[src/rtl/frame_sched_pkg.sv]
// Shared types and width helpers for the frame-buffer scheduler.
package frame_sched_pkg;

    localparam int unsigned DEF_NUM_BUF = 4;

    // Bits needed to index a ring of n buffers (at least one bit).
    function automatic int unsigned idx_width(input int unsigned n);
        return (n > 1) ? $clog2(n) : 1;
    endfunction

    // Bits needed to hold a committed-buffer count of 0..n.
    function automatic int unsigned fill_width(input int unsigned n);
        return idx_width(n) + 1;
    endfunction

    localparam int unsigned DEF_IDX_W  = idx_width(DEF_NUM_BUF);
    localparam int unsigned DEF_FILL_W = fill_width(DEF_NUM_BUF);

    typedef enum logic [2:0] {
        IDLE,
        WAIT_SOF,
        ARM,
        XFER,
        COMMIT
    } state_t;

endpackage

[src/rtl/frame_buf_sched_if.sv]
// Sensor, DMA and host-facing signals of the frame-buffer scheduler.
// master: the scheduler side; slave: sensor/DMA/host side.
interface frame_buf_sched_if #(
    parameter int unsigned NUM_BUF = frame_sched_pkg::DEF_NUM_BUF,
    parameter int unsigned ADDR_W  = 32
) ();
    import frame_sched_pkg::*;

    localparam int unsigned IDX_W  = idx_width(NUM_BUF);
    localparam int unsigned FILL_W = fill_width(NUM_BUF);

    logic              enable_i;
    logic              sof_i;
    logic              dma_req_o;
    logic [ADDR_W-1:0] dma_addr_o;
    logic              dma_ack_i;
    logic              dma_done_i;
    logic              rdy_valid_o;
    logic [IDX_W-1:0]  rdy_idx_o;
    logic              release_i;
    logic [FILL_W-1:0] fill_o;
    logic [31:0]       frame_cnt_o;
    logic [31:0]       drop_cnt_o;
    logic              busy_o;
    logic              timeout_o;

    modport master (
        input  enable_i, sof_i, dma_ack_i, dma_done_i, release_i,
        output dma_req_o, dma_addr_o, rdy_valid_o, rdy_idx_o, fill_o,
               frame_cnt_o, drop_cnt_o, busy_o, timeout_o
    );

    modport slave (
        output enable_i, sof_i, dma_ack_i, dma_done_i, release_i,
        input  dma_req_o, dma_addr_o, rdy_valid_o, rdy_idx_o, fill_o,
               frame_cnt_o, drop_cnt_o, busy_o, timeout_o
    );

endinterface

[src/rtl/frame_buf_sched_buf_ring_ptr.sv]
// Ring bookkeeping: write/read pointers and committed-buffer count.
// A commit and a release in the same cycle move both pointers and leave
// the count unchanged; a release with nothing committed is ignored.
module buf_ring_ptr
    import frame_sched_pkg::*;
#(
    parameter int unsigned NUM_BUF = DEF_NUM_BUF
) (
    input  logic                          clk,
    input  logic                          rst,
    input  logic                          commit,
    input  logic                          rel,
    output logic [idx_width(NUM_BUF)-1:0]  wr_ptr,
    output logic [idx_width(NUM_BUF)-1:0]  rd_ptr,
    output logic [fill_width(NUM_BUF)-1:0] fill,
    output logic                          not_empty
);
    localparam int unsigned IDX_W  = idx_width(NUM_BUF);
    localparam int unsigned FILL_W = fill_width(NUM_BUF);

    logic              rel_ok;
    logic [FILL_W-1:0] fill_next;

    // Next fill count from the commit/release combination.
    always_comb begin
        rel_ok    = rel && (fill != '0);
        fill_next = fill;
        unique case ({commit, rel_ok})
            2'b10:   fill_next = fill + FILL_W'(1);
            2'b01:   fill_next = fill - FILL_W'(1);
            default: fill_next = fill;
        endcase
    end

    // Pointer and count registers; power-of-two depth wraps naturally.
    always_ff @(posedge clk) begin
        if (rst) begin
            wr_ptr    <= '0;
            rd_ptr    <= '0;
            fill      <= '0;
            not_empty <= 1'b0;
        end else begin
            if (commit) wr_ptr <= wr_ptr + IDX_W'(1);
            if (rel_ok) rd_ptr <= rd_ptr + IDX_W'(1);
            fill      <= fill_next;
            not_empty <= (fill_next != '0);
        end
    end

endmodule

[src/rtl/frame_buf_sched.sv]
// Frame-capture DMA scheduler over a ring of NUM_BUF host buffers.
// Optional watchdog on the DMA request/transfer phase: define FRAME_TIMEOUT_EN.
module frame_buf_sched
    import frame_sched_pkg::*;
#(
    parameter int unsigned       NUM_BUF     = DEF_NUM_BUF,
    parameter int unsigned       ADDR_W      = 32,
    parameter logic [ADDR_W-1:0] BUF_BASE    = '0,
    parameter logic [ADDR_W-1:0] BUF_STRIDE  = ADDR_W'(32'h0080_0000),
    parameter int unsigned       TIMEOUT_CYC = 250_000_000
) (
    input logic               clk,
    input logic               rst,
    frame_buf_sched_if.master bus
);
    localparam int unsigned IDX_W  = idx_width(NUM_BUF);
    localparam int unsigned FILL_W = fill_width(NUM_BUF);

    state_t            state, state_next;
    logic              commit;
    logic              drop_inc;
    logic              wd_expired;
    logic              full;
    logic [IDX_W-1:0]  wr_ptr, rd_ptr;
    logic [FILL_W-1:0] fill;
    logic              not_empty;
    logic [ADDR_W-1:0] addr_calc;
    logic              req_q, busy_q;
    logic [ADDR_W-1:0] addr_q;
    logic [31:0]       frame_cnt_q, drop_cnt_q;

    buf_ring_ptr #(
        .NUM_BUF(NUM_BUF)
    ) u_ring (
        .clk       (clk),
        .rst       (rst),
        .commit    (commit),
        .rel       (bus.release_i),
        .wr_ptr    (wr_ptr),
        .rd_ptr    (rd_ptr),
        .fill      (fill),
        .not_empty (not_empty)
    );

    assign full      = (fill == FILL_W'(NUM_BUF));
    assign addr_calc = BUF_BASE + ADDR_W'(wr_ptr) * BUF_STRIDE;

    // Next-state decode; a watchdog expiry abandons the frame as a drop.
    always_comb begin
        state_next = state;
        commit     = 1'b0;
        drop_inc   = 1'b0;
        unique case (state)
            IDLE: begin
                if (bus.enable_i) state_next = WAIT_SOF;
            end
            WAIT_SOF: begin
                if (!bus.enable_i) begin
                    state_next = IDLE;
                end else if (bus.sof_i) begin
                    if (full) drop_inc = 1'b1;
                    else      state_next = ARM;
                end
            end
            ARM: begin
                if (wd_expired) begin
                    drop_inc   = 1'b1;
                    state_next = bus.enable_i ? WAIT_SOF : IDLE;
                end else if (bus.dma_ack_i) begin
                    state_next = XFER;
                end
            end
            XFER: begin
                if (wd_expired) begin
                    drop_inc   = 1'b1;
                    state_next = bus.enable_i ? WAIT_SOF : IDLE;
                end else if (bus.dma_done_i) begin
                    state_next = COMMIT;
                end
            end
            COMMIT: begin
                commit     = 1'b1;
                state_next = bus.enable_i ? WAIT_SOF : IDLE;
            end
            default: state_next = IDLE;
        endcase
    end

    // State register and registered outputs derived from the next state.
    always_ff @(posedge clk) begin
        if (rst) begin
            state       <= IDLE;
            req_q       <= 1'b0;
            busy_q      <= 1'b0;
            addr_q      <= '0;
            frame_cnt_q <= '0;
            drop_cnt_q  <= '0;
        end else begin
            state  <= state_next;
            req_q  <= (state_next == ARM);
            busy_q <= !(state_next inside {IDLE, WAIT_SOF});
            if (state == WAIT_SOF && state_next == ARM) addr_q <= addr_calc;
            if (commit)   frame_cnt_q <= frame_cnt_q + 32'd1;
            if (drop_inc) drop_cnt_q  <= drop_cnt_q + 32'd1;
        end
    end

`ifdef FRAME_TIMEOUT_EN
    logic [31:0] wd_cnt;
    logic        timeout_q;
    logic        in_dma;

    assign in_dma     = (state == ARM) || (state == XFER);
    assign wd_expired = in_dma && (wd_cnt == 32'(TIMEOUT_CYC - 1));

    // Watchdog: counts cycles spent in ARM/XFER; flag is sticky until reset.
    always_ff @(posedge clk) begin
        if (rst) begin
            wd_cnt    <= '0;
            timeout_q <= 1'b0;
        end else begin
            if (in_dma && (state_next == ARM || state_next == XFER))
                wd_cnt <= wd_cnt + 32'd1;
            else
                wd_cnt <= '0;
            if (wd_expired) timeout_q <= 1'b1;
        end
    end

    assign bus.timeout_o = timeout_q;
`else
    // Watchdog limit is kept as a parameter so both builds share one interface.
    logic timeout_unused;
    assign timeout_unused = (TIMEOUT_CYC == 0);
    assign wd_expired     = 1'b0;
    assign bus.timeout_o  = 1'b0;
`endif

    assign bus.dma_req_o   = req_q;
    assign bus.dma_addr_o  = addr_q;
    assign bus.rdy_valid_o = not_empty;
    assign bus.rdy_idx_o   = rd_ptr;
    assign bus.fill_o      = fill;
    assign bus.frame_cnt_o = frame_cnt_q;
    assign bus.drop_cnt_o  = drop_cnt_q;
    assign bus.busy_o      = busy_q;

endmodule

[src/flat_wrapper.sv]
// flat-port wrapper written by rule: the top's interface ports become plain ports
module frame_buf_sched_flat import frame_sched_pkg::*;
#(
    parameter int unsigned       NUM_BUF     = DEF_NUM_BUF,
    parameter int unsigned       ADDR_W      = 32,
    parameter logic [ADDR_W-1:0] BUF_BASE    = '0,
    parameter logic [ADDR_W-1:0] BUF_STRIDE  = ADDR_W'(32'h0080_0000),
    parameter int unsigned       TIMEOUT_CYC = 250_000_000
)
  (clk, rst, bus_enable_i, bus_sof_i, bus_dma_ack_i, bus_dma_done_i, bus_release_i, bus_dma_req_o, bus_dma_addr_o, bus_rdy_valid_o, bus_rdy_idx_o, bus_fill_o, bus_frame_cnt_o, bus_drop_cnt_o, bus_busy_o, bus_timeout_o);
  frame_buf_sched_if #(.NUM_BUF(NUM_BUF), .ADDR_W(ADDR_W)) bus_i ();
  input logic clk;
  input logic rst;
  input wire logic [$bits(bus_i.enable_i)-1:0] bus_enable_i;
  input wire logic [$bits(bus_i.sof_i)-1:0] bus_sof_i;
  input wire logic [$bits(bus_i.dma_ack_i)-1:0] bus_dma_ack_i;
  input wire logic [$bits(bus_i.dma_done_i)-1:0] bus_dma_done_i;
  input wire logic [$bits(bus_i.release_i)-1:0] bus_release_i;
  output wire logic [$bits(bus_i.dma_req_o)-1:0] bus_dma_req_o;
  output wire logic [$bits(bus_i.dma_addr_o)-1:0] bus_dma_addr_o;
  output wire logic [$bits(bus_i.rdy_valid_o)-1:0] bus_rdy_valid_o;
  output wire logic [$bits(bus_i.rdy_idx_o)-1:0] bus_rdy_idx_o;
  output wire logic [$bits(bus_i.fill_o)-1:0] bus_fill_o;
  output wire logic [$bits(bus_i.frame_cnt_o)-1:0] bus_frame_cnt_o;
  output wire logic [$bits(bus_i.drop_cnt_o)-1:0] bus_drop_cnt_o;
  output wire logic [$bits(bus_i.busy_o)-1:0] bus_busy_o;
  output wire logic [$bits(bus_i.timeout_o)-1:0] bus_timeout_o;
  assign bus_i.enable_i = bus_enable_i;
  assign bus_i.sof_i = bus_sof_i;
  assign bus_i.dma_ack_i = bus_dma_ack_i;
  assign bus_i.dma_done_i = bus_dma_done_i;
  assign bus_i.release_i = bus_release_i;
  assign bus_dma_req_o = bus_i.dma_req_o;
  assign bus_dma_addr_o = bus_i.dma_addr_o;
  assign bus_rdy_valid_o = bus_i.rdy_valid_o;
  assign bus_rdy_idx_o = bus_i.rdy_idx_o;
  assign bus_fill_o = bus_i.fill_o;
  assign bus_frame_cnt_o = bus_i.frame_cnt_o;
  assign bus_drop_cnt_o = bus_i.drop_cnt_o;
  assign bus_busy_o = bus_i.busy_o;
  assign bus_timeout_o = bus_i.timeout_o;
  frame_buf_sched #(.NUM_BUF(NUM_BUF), .ADDR_W(ADDR_W), .BUF_BASE(BUF_BASE), .BUF_STRIDE(BUF_STRIDE), .TIMEOUT_CYC(TIMEOUT_CYC)) u_core (.clk(clk), .rst(rst), .bus(bus_i));
endmodule
[config.mk]
export PLATFORM = sky130hd
export DESIGN_NAME = frame_buf_sched_flat
export DESIGN_NICKNAME = d
export VERILOG_FILES = /design/src/rtl/frame_sched_pkg.sv /design/src/rtl/frame_buf_sched_if.sv /design/src/rtl/frame_buf_sched_buf_ring_ptr.sv /design/src/rtl/frame_buf_sched.sv /design/src/flat_wrapper.sv
export SDC_FILE = /design/constraint.sdc
export NUM_CORES = 1
export LEC_CHECK = 0
export CORE_MARGIN = 2
export CORE_UTILIZATION = 51
export CTS_CLUSTER_SIZE = 8
export DETAILED_ROUTE_END_ITERATION = 10
export MAX_ROUTING_LAYER = met4
export PLACE_DENSITY = 0.87
export SLEW_MARGIN = 15
export SYNTH_ARGS = -nofsm -noshare
export SYNTH_HDL_FRONTEND = slang
export SYNTH_SLANG_ARGS = --single-unit
[constraint.sdc]
create_clock -name clk -period 4.2 [get_ports clk]
set_clock_uncertainty 0.15 [all_clocks]
set_input_delay 0.84 -clock clk [delete_from_list [all_inputs] [get_ports clk]]
set_output_delay 0.84 -clock clk [all_outputs]
set_load 0.01 [all_outputs]
# --- After elaboration in Yosys (flattened, before gate mapping) ---
# Cells that the tools add are included.
word_totals:
  wordCells: 47
  inputBits: 7
  reg_bits: 79
  out_inout_bits: 105
classes:
  n_reduce_logical: 8
  eq_ne: 9
  muxes: 14
  addsub: 6
op_table:
  columns: ["operator", "count"]
  rows:
  - ["adder 32 x 1 -> 32 bit (second input constant)", 2]
  - ["two-way mux 3 bit", 6]
  - ["case mux 3 bit (5 select lines)", 1]
  - ["equality test 3 x 2 -> 1 bit (second input constant)", 3]
  - ["equality test 3 x 1 -> 1 bit (second input constant)", 2]
  - ["equality test 3 bit (second input constant)", 2]
  - ["zero test 3 bit", 2]
  - ["two-way mux 1 bit", 6]
  - ["case mux 3 bit (2 select lines)", 1]
  - ["nonzero test 3 bit", 2]
  - ["adder 2 x 1 -> 2 bit (second input constant)", 2]
  - ["adder 3 x 1 -> 3 bit (second input constant)", 1]
  - ["subtractor 3 x 1 -> 3 bit (second input constant)", 1]
  - ["equality test 2 x 1 -> 1 bit (second input constant)", 1]
  - ["equality test 2 bit (second input constant)", 1]
  - ["logical AND 1 bit", 2]
  - ["nonzero test 2 bit", 1]
  - ["zero test 1 bit", 1]

# --- Logic depth before layout (Yosys ltp) ---
# Gate-level depths: netlist (run 1).
depth:
  word_depth: 8
  depth_mapped: 9
  ltp_nobuf: 9

# --- Cells and area by module ---
# From an unflattened synthesis (run 1), not the netlist that was laid out.
unflattened:
  cells_unflattened: 456
  hier_area_um2: 3908.7
modules_own_cells:
  columns: ["mod", "n_inst", "seq_area_each_um2", "cells_each", "area_per_inst_um2"]
  rows:
  - ["frame_buf_sched", 1, 1421.4, 418, 3530.9]
  - ["buf_ring_ptr", 1, 160.2, 38, 377.9]

# --- Worst setup path after synthesis (run 1) ---
# Ideal clock, no wire load.
synth_timing:
  path_kind: "input to register"
  start: "input bus_release_i"
  end: "register u_core.u_ring.not_empty"
  arrival_ps: 2082
  stages: 8
  n_path_buf: 0
  required_time_ps: 3918
  slack_ps: 1836
  setup_ps: 132
  path_cell_list: "o31a_1 > ha_1 > inv_1 > fa_1 > xor2_1 > nor2_1 > xnor2_1 > a31oi_1"
synth_between:
  elab_chain_len: 4
  elab_cells_between_ends: 5
  classes_between: "eq/ne (2); mux (1); reduce/logical (2)"
synth_rtl:
  columns: ["element", "line_no", "text"]
  rows:
  - ["start: declaration", "flat_wrapper.sv:18", "input wire logic [$bits(bus_i.release_i)-1:0] bus_release_i;"]
  - ["logical AND 1 bit (*)", "frame_buf_sched_buf_ring_ptr.sv:26", "rel_ok = rel && (fill != '0);"]
  - ["equality test 2 x 1 -> 1 bit / equality test 2 bit (equally long branches)", "frame_buf_sched_buf_ring_ptr.sv:28", "unique case ({commit, rel_ok})"]
  - ["case mux 3 bit (2 select lines) (*)", "frame_buf_sched_buf_ring_ptr.sv:28", null]
  - ["nonzero test 3 bit (*)", "frame_buf_sched_buf_ring_ptr.sv:46", "not_empty <= (fill_next != '0);"]
  - ["end signal: assignment", "frame_buf_sched_buf_ring_ptr.sv:46", null]
  - ["end: declaration", "frame_buf_sched_buf_ring_ptr.sv:16", "output logic not_empty"]
# Mark *: on every way between the ends. The rest lies on a longest branch, timed or not.
# A chain may end at the register's enable or synchronous reset.

# --- Worst setup path after layout (run 1) ---
layout_timing:
  start: "input bus_enable_i"
  end: "register u_core.drop_cnt_q[31], in the netlist u_core.bus.drop_cnt_o[31]"
layout_between:
  elab_chain_len: 2
layout_rtl:
  columns: ["element", "line_no", "text"]
  rows:
  - ["start: declaration", "flat_wrapper.sv:14", "input wire logic [$bits(bus_i.enable_i)-1:0] bus_enable_i;"]
  - ["two-way mux 1 bit", "frame_buf_sched.sv:58", "if (!bus.enable_i) begin"]
  - ["two-way mux 1 bit", null, null]
  - ["end signal: assignment", "frame_buf_sched.sv:104", "if (drop_inc) drop_cnt_q <= drop_cnt_q + 32'd1;"]
  - ["end: declaration", "frame_buf_sched.sv:30", "logic [31:0] frame_cnt_q, drop_cnt_q;"]
# Every way passes these cells.

==> results.json, run 1 <==
{
  "setup.worst_path.start": "bus_enable_i",
  "fmaxAchievable_ghz": 0.353,
  "timing.critical_path.to": "u_core.bus.drop_cnt_o[31]",
  "worst_ep_arrival_time_ns": 2.96,
  "drive_gt1_frac": 0.0584,
  "setup_violations": 0,
  "synth-edff-count": 0,
  "cts_tree": "done",
  "finish.instance_area_um2": 4750,
  "cts-htree-levels": 3,
  "start_util": 0.524,
  "placedCellCount": 597,
  "layout.filler_cells": 590,
  "globalRoute.totalOverflow": 0,
  "grt_antenna_before_repair": 0,
  "post_cts.repair.setup_buffers": 0,
  "chipWidth_um": 90.1,
  "die_y_um": 90.1,
  "post-route-min-period_ns": 2.83,
  "worst_pin_slew_ns": 0.931,
  "setup.worst_path.end_class": "flip-flop",
  "synth-seq-cells": 79,
  "drt_iter0_drc": 105,
  "vias": 3184,
  "synth-seq-area-share": 0.418,
  "m1WireLength_um": 3610,
  "first_pass_iters": 4,
  "drv_cap": 0,
  "setup.worst_path.class": "primary input to flip-flop",
  "worst_hold_path_class": "flip-flop to flip-flop",
  "detailroute.wirelength.met3_um": 550,
  "place_ws_ns": 0.995,
  "ys_warn_count": 0,
  "postSynth.topFlopCell": "dfxtp_1",
  "power.density_nw_per_um2": 294,
  "synth_area_leader_cell": "dfxtp_1",
  "buffer_ports.inserted": 80,
  "r2r-start": "u_core.state[0]",
  "postCtsHoldBufs": 0,
  "syn2layout_area_growth_pct": 25.7,
  "max-slew-margin-rel": 0.379,
  "final-max-slew-violation-count": 0,
  "post-route-worst-setup-slack_ns": 1.37,
  "cts.reportedPaths.clkPinSlew_ns": 0.08,
  "r2r_slack_ns": 1.84,
  "finalSetupTns_ns": 0,
  "r2r_end": "u_core.bus.drop_cnt_o[31]",
  "power.leakage_uw": 0.00167,
  "dp_hpwl_um": 6020,
  "synthesis.area_um2": 3780,
  "cp-start-kind": "primary input",
  "cts_root_buffer": "clkbuf_8",
  "cts-buffers-inserted": 9,
  "finalHoldViolations": 0,
  "synth_top_cells_by_area": "dfxtp_1 (42%), xor2_1 (9.7%), nor2_1 (7.5%)",
  "finish.net_count": 520,
  "crit_required_ns": 4.33,
  "drcViolationCount": 0,
  "ant_nets": 0,
  "syn_area_per_cell_um2": 8.75,
  "grt_first_pass_wirelength_um": 14000,
  "wl_met2_um": 4070,
  "placed_area_um2": 4530,
  "grt_start_max_net_pins": 54,
  "synth_async_sr_flop_share": 0,
  "design.die.area_um2": 8120,
  "path_depth_of_the_worst_reg2reg_path": 5,
  "antenna_cells": 0,
  "setup_repair_after_global_routing_missed_its_margin": "false",
  "cts-resized-gates": 0,
  "run_status": "completed",
  "cts_sinks": 79,
  "synth_top_area_frac": 0.418,
  "synth_cells": 432,
  "critPathMaxFanout": 14,
  "final_cells": 613,
  "fp.coreArea_um2": 7210,
  "via_per_inst": 5.19,
  "global_route.usage.total": 0.212,
  "routabilityCongestion": 0.855,
  "clkLatencyLatePin_ns": 0.36,
  "final_cell_mix": "clkdlybuf4s50_1 (79), dfxtp_1 (79), nor2_1 (76), xor2_1 (42), conb_1 (31)",
  "dr.max_layer_used": "met4",
  "number_of_global_route_vias_before_repair": 3013,
  "worst_ir_drop_vdd_mv": 0.207,
  "detail_route.wl_per_cell_um": 13.7,
  "timing.final.crit_share": 0.674,
  "synth_cell_type_count": 43,
  "placementRows": 31,
  "wl_um": 8380,
  "num_io_pins": 112,
  "clock_tree.buffer_depth": 2
}
metal layers:
metal | global-route usage | vias to the layer above
li1 | - | 1565
met1 | 0.248 | 1490
met2 | 0.349 | 109
met3 | 0.0562 | 20
met4 | 0.0846 | 0
met5 | - | -
power breakdown:
group	total, uW	internal [uW]	leakage (uW)	switching (uW)
clock	602	323	0.000101	278
sequential	753	750	0.000636	2.63
combinational	41.3	10.5	0.000938	30.9
stage by stage:
stage                     power [uW]  hold WS, ns   util
after detailed placement         811        0.316  0.628
after global placement           810        0.297  0.628
after global routing            1440        0.362  0.658
after floorplan                  821        0.319      -
after CTS                       1400        0.326  0.658
final                           1400        0.317  0.658
state kept, by name, summed over array words and instances, names as in the netlist:
signal,count
u_core.bus.dma_addr_o,2
u_core.bus.frame_cnt_o,32
u_core.bus.drop_cnt_o,32
u_core.bus.busy_o,1
u_core.u_ring.fill,3
u_core.u_ring.not_empty,1
u_core.state,3
u_core.u_ring.wr_ptr,2
u_core.bus.dma_req_o,1
u_core.u_ring.rd_ptr,2
cell families after synthesis:
| family | count (synthesis) | share of synthesized area |
|---|---|---|
| adders and majority gates | 4 | 0.0152 |
| other | 1 | 0.000992 |
| xor gates and xnor gates | 66 | 0.153 |
| DFF | 79 | 0.418 |
| buffers and inverters | 59 | 0.0907 |
| and+or+nand+nor | 204 | 0.290 |
| AOI/OAI and AO/OA | 17 | 0.0262 |
| muxes | 2 | 0.00530 |
worst min path at each step:
stage | startpoint | end | depth (start not counted)
final | u_core.bus.dma_addr_o[23] | u_core.bus.dma_addr_o[23] | 2
after global routing | u_core.bus.dma_addr_o[23] | u_core.bus.dma_addr_o[23] | 2
after CTS | u_core.bus.dma_addr_o[23] | u_core.bus.dma_addr_o[23] | 2
after detailed placement | u_core.bus.dma_addr_o[23] | u_core.bus.dma_addr_o[23] | 2
after global placement | u_core.bus.dma_addr_o[23] | u_core.bus.dma_addr_o[23] | 2
after floorplan | u_core.u_ring.wr_ptr[0] | u_core.bus.dma_addr_o[23] | 2
cell usage after synthesis (6+ instances only):
cell type / instances
dfxtp_1: 79
nor2_1: 76
xor2_1: 42
buf_4: 31
nand4_1: 29
nand2_1: 26
xnor2_1: 24
nand3_1: 17
inv_1: 13
clkbuf_1: 12
nor4_1: 11
a21oi_1: 9
and3_1: 8
nor3_1: 8
and4_1: 6
cell type report:
type | count | area, um2 | area share
inverter | 14 | 55.1 | 0.0116
multi-input combinational | 324 | 1970 | 0.414
sequential | 79 | 1580 | 0.333
clock inverter | 4 | 52.6 | 0.0111
tap | 99 | 124 | 0.0261
timing repair buffer | 81 | 803 | 0.169
clock buffer | 12 | 165 | 0.0348
critical path: stages:
cell and delay, ns:
clkdlybuf4s50_1 0.51, and4bb_4 0.30, and4_1 0.58, nand4_1 0.17, or4_1 0.41, a21oi_1 0.15
(Power assumes the default switching activity.)
==> run 2: changes to the inputs <==
- CORE_UTILIZATION: 51 -> 47
- PLACE_DENSITY: 0.87 -> 0.82
- clock period: 4.2 -> 2.9 ns (I/O delays scaled with it)
==> run 2 against run 1 <==
  * Via count up 0.47%
  * Critical path depth up 3
  * Clock power up 38%
  * First-iteration DRC count is 46% higher
  * Register-to-register slack worse by 1.2 ns
  * Cell area hardly changed
  * Highest routed layer unchanged
==> results.json, run 2 (synthesized netlist as in run 1, its figures left out) <==
{
  "worst_ir_drop_vdd_mv": 0.221,
  "worst_pin_slew_ns": 0.732,
  "run_status": "completed",
  "detail_route.wl_per_cell_um": 13.3,
  "worst_ep_arrival_time_ns": 2.41,
  "r2r-start": "u_core.state[2]",
  "final_core_utilization": 0.612,
  "critPathMaxFanout": 3,
  "setup.worst_path.end_class": "flip-flop",
  "num_io_pins": 112,
  "drv_cap": 0,
  "worst_hold_path_class": "flip-flop to flip-flop",
  "buffer_ports.inserted": 80,
  "fp.coreArea_um2": 7770,
  "cp-start-kind": "primary input",
  "max-slew-margin-rel": 0.508,
  "die_y_um": 93.7,
  "via_per_inst": 5.18,
  "hold_start": "u_core.bus.dma_addr_o[23]",
  "finish.net_count": 522,
  "first_pass_iters": 4,
  "cts-htree-levels": 3,
  "antenna_cells": 0,
  "drt_iter0_drc": 153,
  "globalRoute.totalOverflow": 0,
  "cts-buffers-inserted": 9,
  "r2r_slack_ns": 0.62,
  "path_depth_of_the_worst_reg2reg_path": 8,
  "setup_repair_after_global_routing_missed_its_margin": "false",
  "cts-resized-gates": 0,
  "clkLatencyLatePin_ns": 0.35,
  "cts_root_buffer": "clkbuf_8",
  "min_delay_path_depth": 2,
  "grt_first_pass_wirelength_um": 13500,
  "cts.reportedPaths.clkPinSlew_ns": 0.08,
  "ant_nets": 0,
  "power.density_nw_per_um2": 417,
  "syn2layout_area_growth_pct": 25.7,
  "placed_area_um2": 4550,
  "p_total_uw": 1980,
  "finish.instance_area_um2": 4750,
  "wl_um": 8200,
  "fmaxAchievable_ghz": 0.429,
  "grt_start_max_net_pins": 39,
  "post-route-min-period_ns": 2.33,
  "drive_gt1_frac": 0.0620,
  "postCtsHoldBufs": 0,
  "post_cts.repair.setup_buffers": 0,
  "finalHoldViolations": 0,
  "drcViolationCount": 0,
  "final_cell_mix": "clkdlybuf4s50_1 (79), dfxtp_1 (79), nor2_1 (76), xor2_1 (42), conb_1 (31)",
  "grt_antenna_before_repair": 0,
  "clock_tree.buffer_depth": 2,
  "placementRows": 32,
  "hold_path_end": "u_core.bus.dma_addr_o[23]",
  "cts_tree": "done",
  "r2r_end": "u_core.u_ring.not_empty",
  "routabilityCongestion": 0.897,
  "layout.filler_cells": 671,
  "setup.worst_path.class": "primary input to flip-flop",
  "combined_area_of_the_multi_input_logic_cells_um2": 1970,
  "global_route.usage.total": 0.196,
  "dp_hpwl_um": 5940,
  "vias": 3199,
  "setup_violations": 0,
  "finalSetupTns_ns": 0,
  "final-max-slew-violation-count": 0,
  "chipWidth_um": 93.7,
  "power.leakage_uw": 0.00168,
  "start_util": 0.487,
  "timing.final.crit_share": 0.804,
  "seqCellArea_um2": 1580,
  "cts_sinks": 79,
  "design.die.area_um2": 8780,
  "crit_required_ns": 2.98,
  "number_of_global_route_vias_before_repair": 2946
}
[run 2: area by class of cell]
class                      instances  share of cell area
inverter                          14              0.0116
clock buffer                       9              0.0261
timing repair buffer              83               0.172
sequential                        79               0.333
multi-input combinational        324               0.414
tap                              102              0.0269
clock inverter                     7              0.0161
[run 2: worst max-delay path, stage by stage]
cell and delay, ns:
clkdlybuf4s50_1 0.45, o31a_1 0.19, ha_1 0.20, inv_1 0.06, fa_1 0.37, xor2_1 0.15
nor2_1 0.12, xnor2_1 0.17, a31oi_1 0.11
[run 2: per-stage QoR]
step           std cells  setup WS (ns)  hold WS, ns
6_report             618          0.570        0.339
3_3_place_gp         602          0.298        0.309
5_1_grt              618          0.461        0.359
3_5_place_dp         602          0.216        0.334
4_1_cts              618          0.592        0.345
2_1_floorplan        462          0.796        0.319
[run 2: report_power, final]
group | internal (uW) | switching (uW)
registers | 1090 | 3.94
logic | 16.1 | 43.6
clock network | 405 | 424
total | 1510 | 472
[run 2: per-layer routing]
metal | wire, um | vias to the layer above | track usage
met4 | 145 | 0 | 0.0845
met3 | 542 | 14 | 0.0409
met2 | 3850 | 107 | 0.305
met5 | 0 | - | -
li1 | - | 1563 | -
met1 | 3660 | 1515 | 0.248
[run 2: how the worst max path moves through the flow]
stage                               start                    endpoint  slack (ns)
after global placement      bus_release_i     u_core.u_ring.not_empty        0.30
after global routing      u_core.state[2]  u_core.bus.frame_cnt_o[31]        0.46
final                       bus_release_i     u_core.u_ring.not_empty        0.57
after detailed placement    bus_release_i     u_core.u_ring.not_empty        0.22
after CTS                   bus_release_i     u_core.u_ring.not_empty        0.59
after floorplan             bus_release_i     u_core.u_ring.not_empty        0.80
==> run 3: changes to the inputs <==
- CORE_UTILIZATION: 47 -> 43
- PLACE_DENSITY: 0.82 -> 0.79
- clock period: 2.9 -> 1.9 ns (I/O delays scaled with it)
==> run 3 against run 2 <==
  * The flow now finishes with violations (setup timing)
  * Die area up 8.9%
  * Sequential power up 52%
  * Sequential cell count did not move
  * Register-to-register slack got worse by 0.67 ns
  * Setup slack got worse by 0.62 ns
  * Critical endpoint is now u_core.bus.drop_cnt_o[31]
==> results.json, run 3 (synthesized netlist as in run 1, its figures left out) <==
{
  "fmaxAchievable_ghz": 0.513,
  "cts-htree-levels": 3,
  "largest_delay_contributor_family_on_the_critical_path": "simple AND/OR/NAND/NOR gates",
  "hold_start": "rst",
  "drive_gt1_frac": 0.217,
  "power.leakage_uw": 0.00242,
  "timing.final.crit_share": 1.03,
  "worst_ir_drop_vdd_mv": 0.326,
  "finalHoldViolations": 0,
  "final-max-slew-violation-count": 0,
  "finish.net_count": 574,
  "cts.reportedPaths.clkPinSlew_ns": 0.08,
  "cts-buffers-inserted": 9,
  "cts_sinks": 79,
  "critical-path-max-stage-delay_ns": 0.59,
  "buffer_ports.inserted": 80,
  "cp-start-kind": "flip-flop",
  "antenna_cells": 0,
  "wl_um": 9410,
  "num_io_pins": 112,
  "placedCellCount": 656,
  "global_route.usage.total": 0.193,
  "die_y_um": 97.8,
  "design.die.area_um2": 9560,
  "critical_path.n_buffers_inverters": 0,
  "critPathMaxFanout": 5,
  "layout.filler_cells": 722,
  "globalRoute.totalOverflow": 0,
  "grt_antenna_before_repair": 0,
  "clock_tree.buffer_depth": 2,
  "worst_ep_arrival_time_ns": 2.08,
  "via_per_inst": 5.08,
  "placementRows": 34,
  "mostFrequentLayoutCell": "nor2_1",
  "ant_nets": 0,
  "final_cell_mix": "nor2_1 (76), dfxtp_1 (58), buf_4 (50), clkdlybuf4s50_1 (48), xor2_1 (42)",
  "setup.worst_path.class": "flip-flop to flip-flop",
  "finalHoldWorstSlack_ns": 0.165,
  "cts_tree": "done",
  "dp_hpwl_um": 6640,
  "chipWidth_um": 97.8,
  "drt_iter0_drc": 122,
  "drcViolationCount": 0,
  "power.density_nw_per_um2": 624,
  "start_util": 0.438,
  "setup_violations": 2,
  "final_cells": 676,
  "setup_repair_after_global_routing_missed_its_margin": "true",
  "run_status": "finished with violations",
  "crit_chain": "nand4_4 -> or4_4 -> or4_1 -> a21oi_1",
  "r2r-start": "u_core.bus.drop_cnt_o[15]",
  "routabilityCongestion": 0.826,
  "cts_root_buffer": "clkbuf_8",
  "number_of_global_route_vias_before_repair": 3218,
  "grt_first_pass_wirelength_um": 15000,
  "worst_hold_path_class": "primary input to flip-flop",
  "syn2layout_area_growth_pct": 43.0,
  "clkLatencyLatePin_ns": 0.35,
  "slowest_stage": "or4_4",
  "crit_required_ns": 2.03,
  "fp.coreArea_um2": 8640,
  "drv_cap": 0,
  "vias": 3435,
  "failed_checks": "setup timing",
  "setup.worst_path.start": "u_core.bus.drop_cnt_o[15]",
  "setup.worst_path.end_class": "flip-flop",
  "post-route-min-period_ns": 1.95,
  "first_pass_iters": 5,
  "detail_route.wl_per_cell_um": 13.9,
  "final_core_utilization": 0.626,
  "post-route-worst-setup-slack_ns": -0.0507,
  "grt_start_max_net_pins": 31
}
==> run 3: changes by cell type in the layout (fill, tap and decap cells not counted), sizes merged <==
cell | previous run | this run
buf | 4 | 56
bufinv | 1 | 4
clkbuf | 9 | 10
clkdlybuf4s50 | 79 | 48
clkinvlp | 2 | 1
dlygate4sd2 | 0 | 13
dlymetal6s2s | 0 | 18
inv | 17 | 14
==> run 3: layout make-up <==
class / count / area (um2) / area share
multi-input cells: 324 / 2090 / 0.388
flip-flops and latches: 79 / 1620 / 0.299
repair buffers: 135 / 1240 / 0.230
well taps: 108 / 135 / 0.0250
clock inverters: 6 / 133 / 0.0245
clock buffers: 10 / 128 / 0.0236
inverters: 14 / 55.1 / 0.0102
==> run 3: worst register-to-register path: cells and delay by family (launching register included) <==
kind,cells,cell delay (ns)
flops,1,0.38
simple gates,3,1.20
compound gates,1,0.14
==> run 3: through the flow <==
| step | instance area [um2] | setup slack (ns) | TNS [ns] | total power, uW |
|---|---|---|---|---|
| global route | 5400 | -0.108 | -0.469 | 3490 |
| finish | 5400 | -0.0507 | -0.0855 | 3370 |
| CTS | 5220 | -0.0525 | -0.0803 | 3400 |
| floorplan | 3920 | -0.0500 | -0.0543 | 1810 |
| global placement | 4950 | -0.451 | -8.78 | 1800 |
| detailed placement | 4950 | -0.559 | -10.23 | 1800 |
==> run 3: path summary, 6_finish.rpt <==
path                                                  end  slack, ns  cells past startpoint
worst max-delay path            u_core.bus.drop_cnt_o[31]      -0.05                      4
worst min-delay path                      u_core.state[0]       0.17                      2
worst max register to register  u_core.bus.drop_cnt_o[31]      -0.05                      4
worst min register to register  u_core.bus.dma_addr_o[23]       0.31                      2
==> run 3: per-layer routing <==
layer | GRT usage | vias to the layer above | part of all wire
met5 | - | - | 0
met4 | 0.0641 | 0 | 0.013
met3 | 0.0372 | 16 | 0.057
met2 | 0.309 | 130 | 0.50
met1 | 0.248 | 1624 | 0.43
li1 | - | 1665 | -
==> run 3: power breakdown <==
| part | internal, uW | total (uW) | switching [uW] |
|---|---|---|---|
| Clock | 1000 | 1620 | 612 |
| Combinational | 25.7 | 94.6 | 68.9 |
| Sequential | 1650 | 1660 | 5.73 |
| Total | 2680 | 3370 | 686 |
==> run 3: timing repair <==
action,in CTS,in global routing
cloned,0,2
setup endpoints to repair,16,59
setup buffers,1,1
pin swaps,9,18
hold buffers,0,0
gates resized for setup,21,47
